<file path="src/rtl/i2c_reg_ctrl_pkg.sv">
// Shared types and defaults for the I2C minion register-bank controller.
package i2c_ctrl_pkg;

  localparam int BITS_DEF  = 6;
  localparam int NREGS_DEF = 4;

  typedef enum logic [1:0] {
    IDLE = 2'd0,
    PTR  = 2'd1,
    DATA = 2'd2,
    LOCK = 2'd3
  } ctrl_state_t;

  // The top register index is the read-only status slot.
  function automatic int ro_index(input int nregs);
    return nregs - 1;
  endfunction

endpackage

</file>
<file path="src/rtl/i2c_reg_ctrl_if.sv">
// Word-level handshake between the I2C minion core (master) and the register controller (slave).
interface i2c_reg_ctrl_if
  import i2c_ctrl_pkg::*;
#(
  parameter int BITS = BITS_DEF
) ();

  logic            txn_start;
  logic            txn_stop;
  logic            rx_valid;
  logic [BITS-1:0] rx_data;
  logic            tx_req;
  logic [BITS-1:0] tx_data;
  logic            tx_valid;

  modport master (
    output txn_start, txn_stop, rx_valid, rx_data, tx_req,
    input  tx_data, tx_valid
  );

  modport slave (
    input  txn_start, txn_stop, rx_valid, rx_data, tx_req,
    output tx_data, tx_valid
  );

endinterface

</file>
<file path="src/rtl/i2c_reg_ctrl_bank.sv">
// NREGS x BITS register bank with indexed write and a read mux that substitutes
// status_in at the read-only top index (which has no storage and reads back 0 on regs_out).
module i2c_reg_bank
  import i2c_ctrl_pkg::*;
#(
  parameter int BITS  = BITS_DEF,
  parameter int NREGS = NREGS_DEF,
  parameter int AW    = $clog2(NREGS)
) (
  input  logic                  clk,
  input  logic                  rst,
  input  logic                  we,
  input  logic [AW-1:0]         waddr,
  input  logic [BITS-1:0]       wdata,
  input  logic [AW-1:0]         raddr,
  input  logic [BITS-1:0]       status_in,
  output logic [BITS-1:0]       rdata,
  output logic [NREGS*BITS-1:0] regs_out
);

  localparam int RO_IDX = ro_index(NREGS);

  genvar gi;
  generate
    for (gi = 0; gi < NREGS; gi++) begin : g_reg
      if (gi == RO_IDX) begin : g_ro
        assign regs_out[gi*BITS +: BITS] = '0;
      end else begin : g_rw
        logic [BITS-1:0] q_reg;

        always_ff @(posedge clk or posedge rst) begin
          if (rst) begin
            q_reg <= '0;
          end else if (we && (int'(waddr) == gi)) begin
            q_reg <= wdata;
          end
        end

        assign regs_out[gi*BITS +: BITS] = q_reg;
      end
    end
  endgenerate

  always_comb begin
    rdata = regs_out[int'(raddr)*BITS +: BITS];
    if (int'(raddr) == RO_IDX) begin
      rdata = status_in;
    end
  end

endmodule

</file>
<file path="src/rtl/i2c_reg_ctrl.sv">
// Pointer-addressed register controller behind the I2C minion core.
// Optional I2C_CTRL_AUTOINC_EN: pointer auto-increments (with wrap) after each DATA access.
module i2c_reg_ctrl
  import i2c_ctrl_pkg::*;
#(
  parameter int BITS  = BITS_DEF,
  parameter int NREGS = NREGS_DEF
) (
  input  logic                  clk,
  input  logic                  rst,
  i2c_reg_ctrl_if.slave         core,
  input  logic [BITS-1:0]       status_in,
  output logic [NREGS*BITS-1:0] regs_out,
  output logic                  err,
  output logic                  busy
);

  localparam int AW = $clog2(NREGS);

  ctrl_state_t     state_reg, state_next;
  logic [AW-1:0]   ptr_reg, ptr_next, ptr_adv;
  logic            err_reg, err_next;
  logic [BITS-1:0] tx_data_reg, tx_data_next;
  logic            tx_valid_reg, tx_valid_next;
  logic            bank_we;
  logic [BITS-1:0] bank_rdata;

  i2c_reg_bank #(
    .BITS  (BITS),
    .NREGS (NREGS),
    .AW    (AW)
  ) u_bank (
    .clk       (clk),
    .rst       (rst),
    .we        (bank_we),
    .waddr     (ptr_reg),
    .wdata     (core.rx_data),
    .raddr     (ptr_reg),
    .status_in (status_in),
    .rdata     (bank_rdata),
    .regs_out  (regs_out)
  );

`ifdef I2C_CTRL_AUTOINC_EN
  // NREGS is a power of two, so natural overflow gives the wrap to 0.
  assign ptr_adv = ptr_reg + AW'(1);
`else
  assign ptr_adv = ptr_reg;
`endif

  always_ff @(posedge clk or posedge rst) begin
    if (rst) begin
      state_reg    <= IDLE;
      ptr_reg      <= '0;
      err_reg      <= 1'b0;
      tx_data_reg  <= '0;
      tx_valid_reg <= 1'b0;
    end else begin
      state_reg    <= state_next;
      ptr_reg      <= ptr_next;
      err_reg      <= err_next;
      tx_data_reg  <= tx_data_next;
      tx_valid_reg <= tx_valid_next;
    end
  end

  always_comb begin
    state_next    = state_reg;
    ptr_next      = ptr_reg;
    err_next      = err_reg;
    tx_data_next  = tx_data_reg;
    tx_valid_next = core.tx_req;
    bank_we       = 1'b0;

    case (state_reg)
      PTR: begin
        if (core.rx_valid) begin
          ptr_next = core.rx_data[AW-1:0];
          if (|core.rx_data[BITS-1:AW]) begin
            err_next   = 1'b1;
            state_next = LOCK;
          end else begin
            err_next   = 1'b0;
            state_next = DATA;
          end
        end
      end
      DATA: begin
        bank_we = core.rx_valid;
        if (core.rx_valid || core.tx_req) begin
          ptr_next = ptr_adv;
        end
      end
      default: ;
    endcase

    // A read collides with a write as a protocol violation and is answered with 0.
    if (core.tx_req) begin
      if (!core.rx_valid && (state_reg == PTR || state_reg == DATA)) begin
        tx_data_next = bank_rdata;
      end else begin
        tx_data_next = '0;
      end
    end

    if (core.txn_start) begin
      state_next = PTR;
    end else if (core.txn_stop) begin
      state_next = IDLE;
    end
  end

  assign core.tx_data  = tx_data_reg;
  assign core.tx_valid = tx_valid_reg;
  assign err           = err_reg;
  assign busy          = (state_reg != IDLE);

endmodule

</file>
<file path="src/flat_wrapper.sv">
// flat-port wrapper written by rule: the top's interface ports become plain ports
module i2c_reg_ctrl_flat import i2c_ctrl_pkg::*;
#(
  parameter int BITS  = BITS_DEF,
  parameter int NREGS = NREGS_DEF
)
  (clk, rst, status_in, regs_out, err, busy, core_txn_start, core_txn_stop, core_rx_valid, core_rx_data, core_tx_req, core_tx_data, core_tx_valid);
  i2c_reg_ctrl_if #(.BITS(BITS)) core_i ();
  input  logic clk;
  input  logic rst;
  input  logic [BITS-1:0] status_in;
  output logic [NREGS*BITS-1:0] regs_out;
  output logic err;
  output logic busy;
  input wire logic [$bits(core_i.txn_start)-1:0] core_txn_start;
  input wire logic [$bits(core_i.txn_stop)-1:0] core_txn_stop;
  input wire logic [$bits(core_i.rx_valid)-1:0] core_rx_valid;
  input wire logic [$bits(core_i.rx_data)-1:0] core_rx_data;
  input wire logic [$bits(core_i.tx_req)-1:0] core_tx_req;
  output wire logic [$bits(core_i.tx_data)-1:0] core_tx_data;
  output wire logic [$bits(core_i.tx_valid)-1:0] core_tx_valid;
  assign core_i.txn_start = core_txn_start;
  assign core_i.txn_stop = core_txn_stop;
  assign core_i.rx_valid = core_rx_valid;
  assign core_i.rx_data = core_rx_data;
  assign core_i.tx_req = core_tx_req;
  assign core_tx_data = core_i.tx_data;
  assign core_tx_valid = core_i.tx_valid;
  i2c_reg_ctrl #(.BITS(BITS), .NREGS(NREGS)) u_core (.clk(clk), .rst(rst), .core(core_i), .status_in(status_in), .regs_out(regs_out), .err(err), .busy(busy));
endmodule
</file>
<file path="config.mk">
export PLATFORM = sky130hd
export DESIGN_NAME = i2c_reg_ctrl_flat
export DESIGN_NICKNAME = d
export VERILOG_FILES = /design/src/rtl/i2c_reg_ctrl_pkg.sv /design/src/rtl/i2c_reg_ctrl_if.sv /design/src/rtl/i2c_reg_ctrl_bank.sv /design/src/rtl/i2c_reg_ctrl.sv /design/src/flat_wrapper.sv
export SDC_FILE = /design/constraint.sdc
export NUM_CORES = 1
export LEC_CHECK = 0
export CAP_MARGIN = 20
export CORE_ASPECT_RATIO = 1.25
export CORE_UTILIZATION = 50
export CTS_BUF_LIST = sky130_fd_sc_hd__clkbuf_4
export DETAILED_ROUTE_END_ITERATION = 8
export MAX_ROUTING_LAYER = met4
export PLACE_DENSITY_LB_ADDON = 0.1
export REMOVE_ABC_BUFFERS = 1
export SLEW_MARGIN = 20
export SYNTH_ARGS = -nofsm -noshare
export SYNTH_HDL_FRONTEND = slang
export SYNTH_SLANG_ARGS = --single-unit
</file>
<file path="constraint.sdc">
create_clock -name clk -period 3.6 [get_ports clk]
set_clock_uncertainty 0.1 [all_clocks]
set_input_delay 0.9 -clock clk [delete_from_list [all_inputs] [get_ports clk]]
set_output_delay 0.9 -clock clk [all_outputs]
set_load 0.01 [all_outputs]
</file>
==> summary.txt <==
Hold_ws: 430 ps
Synth unique cells: 19
Antenna Cells: 0
Post-Syn Instances: 104
Synthesized area: 1450 um2
Synth area leaders: dfrtp_1 52%, mux2_2 16%, mux4_1 11%, inv_1 4.1%, buf_4 3.6%
Clk_lat worst skew: 320 ps
DIE AREA: 3120 um2
Slew headroom: 0.655
Final period util: 0.701
GR Overflow Total: 0
Slew @ Worst Pin: 518 ps
Setup WS post-layout: 1080 ps
Commonest non-fill, non-tap cell in the layout: clkdlybuf4s50_1
Avg Cell Area, Syn: 14.0 um2
Drt pass-1 iters: 4
Synth warn: 0
Peak Freq: 396 MHz
Detailed placement HPWL: 2130 um
Final setup vio count: 0
Clk sinks: 30
Largest net degree at the start of global routing: 31
Top cell type's share of synthesized area: 0.517
Worst EP required: 2600 ps
TritonCTS clock tree: done
Register clock-pin slew on the reported worst setup and hold paths: 90 ps
Port Buffers: 44
Post-CTS Setup Inserts: 0
CTS hold repair buffers: 0
TNS Setup: 0 ps
Initial antenna violation count: 0
Dpl cell area: 1890 um2
Max FFs per register: 18
Vias: 978
Initial DRC Count: 26
Max-Cap Viols: 0
P per Cell Area: 420 nW/um2
Worst Path Max Fanout: 3
Setup CP Type: reg -> out
Most frequent cells in the layout: 44 x clkdlybuf4s50_1, 30 x dfrtp_1, 20 x mux2_2, 16 x inv_1
Die Ht: 62.2 um
Vias in the first global route: 1003
Final net count: 173
IO Count: 51
Via density: 5.23
Final Hold Vio Count: 0
CP Launch Type: flip-flop
VDD IR max: 0.305 mV
Share of cells above drive strength 1: 0.203
Worst slack, placed: 1040 ps
Gpl congestion: 0.787
Slew Limit Fails: 0
Sequential element share of the synthesized area: 0.517
Final ANT Viol Nets: 0
Critical path arrival: 1520 ps
First-pass GRT wire length: 4900 um
Tmin final: 2520 ps
Worst min path class: reg -> reg
Pleak: 0.905 nW
Total wire length: 2840 um
DRC: 0
Unrepaired setup endpoints after global routing: no
Post-synth top area cell: dfrtp_1
CTS buffer count: 5
Initial Util: 0.536
Width of the chip: 50.2 um
Overall Power: 814 uW
Clock tree root buffer cell: clkbuf_4
WL per Instance: 15.2 um
Bufs on Longest Clock Path: 2
Global Route Usage Sum: 0.219
Fin area: 1940 um2
Seq cells post-synth: 30
Critical Path End Type: output port
Post-CTS Resized: 0
H-Tree Depth: 2
Core area: 2710 um2
Area Overhead vs Synth: 33.6%
# rows: 21
Status: finished, final reports clean
[per-stage QoR]
stage	std cells	util
floorplan	100	-
global placement	179	0.697
detailed placement	179	0.697
CTS	187	0.717
global route	187	0.717
finish	187	0.717
[where the power goes]
group          leakage, nW  total, mW  switching (mW)  internal (mW)
combinational        0.476      0.208          0.0742          0.134
clock               0.0331      0.190           0.109         0.0808
sequential           0.396      0.416          0.0406          0.376
total                0.905      0.814           0.224          0.590
[final timing paths]
path	from	endpoint	slack [ps]	cells past startpoint
setup / recovery	u_core.state_reg[0]	busy	1080	4
hold / removal	u_core.core.tx_data[2]	u_core.core.tx_data[2]	430	2
setup reg to reg	u_core.state_reg[0]	u_core.u_bank.g_reg[0].g_rw.q_reg[4]	1880	5
hold reg to reg	u_core.core.tx_data[2]	u_core.core.tx_data[2]	430	2
max in group asynchronous	rst	u_core.u_bank.g_reg[0].g_rw.q_reg[3]	2270	3
min in group asynchronous	rst	u_core.err	850	3
[synth_stat cells (all sizes together)]
| master | count |
|---|---|
| nand3b | 1 |
| a31oi | 1 |
| nand2 | 2 |
| nor3 | 1 |
| a21o | 1 |
| conb | 1 |
| dfrtp | 30 |
| nand3 | 1 |
| a21oi | 2 |
| buf | 9 |
| mux4 | 6 |
| ha | 3 |
| a211oi | 1 |
| inv | 16 |
| o22ai | 6 |
| nor4 | 1 |
| mux2 | 20 |
| nand4b | 2 |
[worst max-delay path, stage by stage, from the launching register on]
cell and delay, ps:
dfrtp_1 370, inv_1 80, ha_1 190, inv_1 50, clkdlybuf4s50_1 520
[final cells by class]
cell class | count | area [um2]
clock buffers | 6 | 45.0
clock inverters | 2 | 8.76
fillers | 194 | 767
inverters | 16 | 60.1
multi-input cells | 54 | 584
flip-flops and latches | 30 | 751
well taps | 34 | 42.5
repair buffers | 45 | 448
[routing by layer]
metal  wire length, um  global-route usage  up-vias
li1                  -                   -      458
met4                23              0.0643        0
met3               107              0.0417        4
met2              1500               0.345       33
met5                 0                   -        -
met1              1210               0.286      483
[logic make-up after synthesis]
kind of cell    synth area share
flops                      0.517
mux                        0.264
buf+inv                   0.0931
compound gates            0.0474
simple gates              0.0500
fa+ha+maj                 0.0259
other cells              0.00258
(Power assumes the default switching activity.)
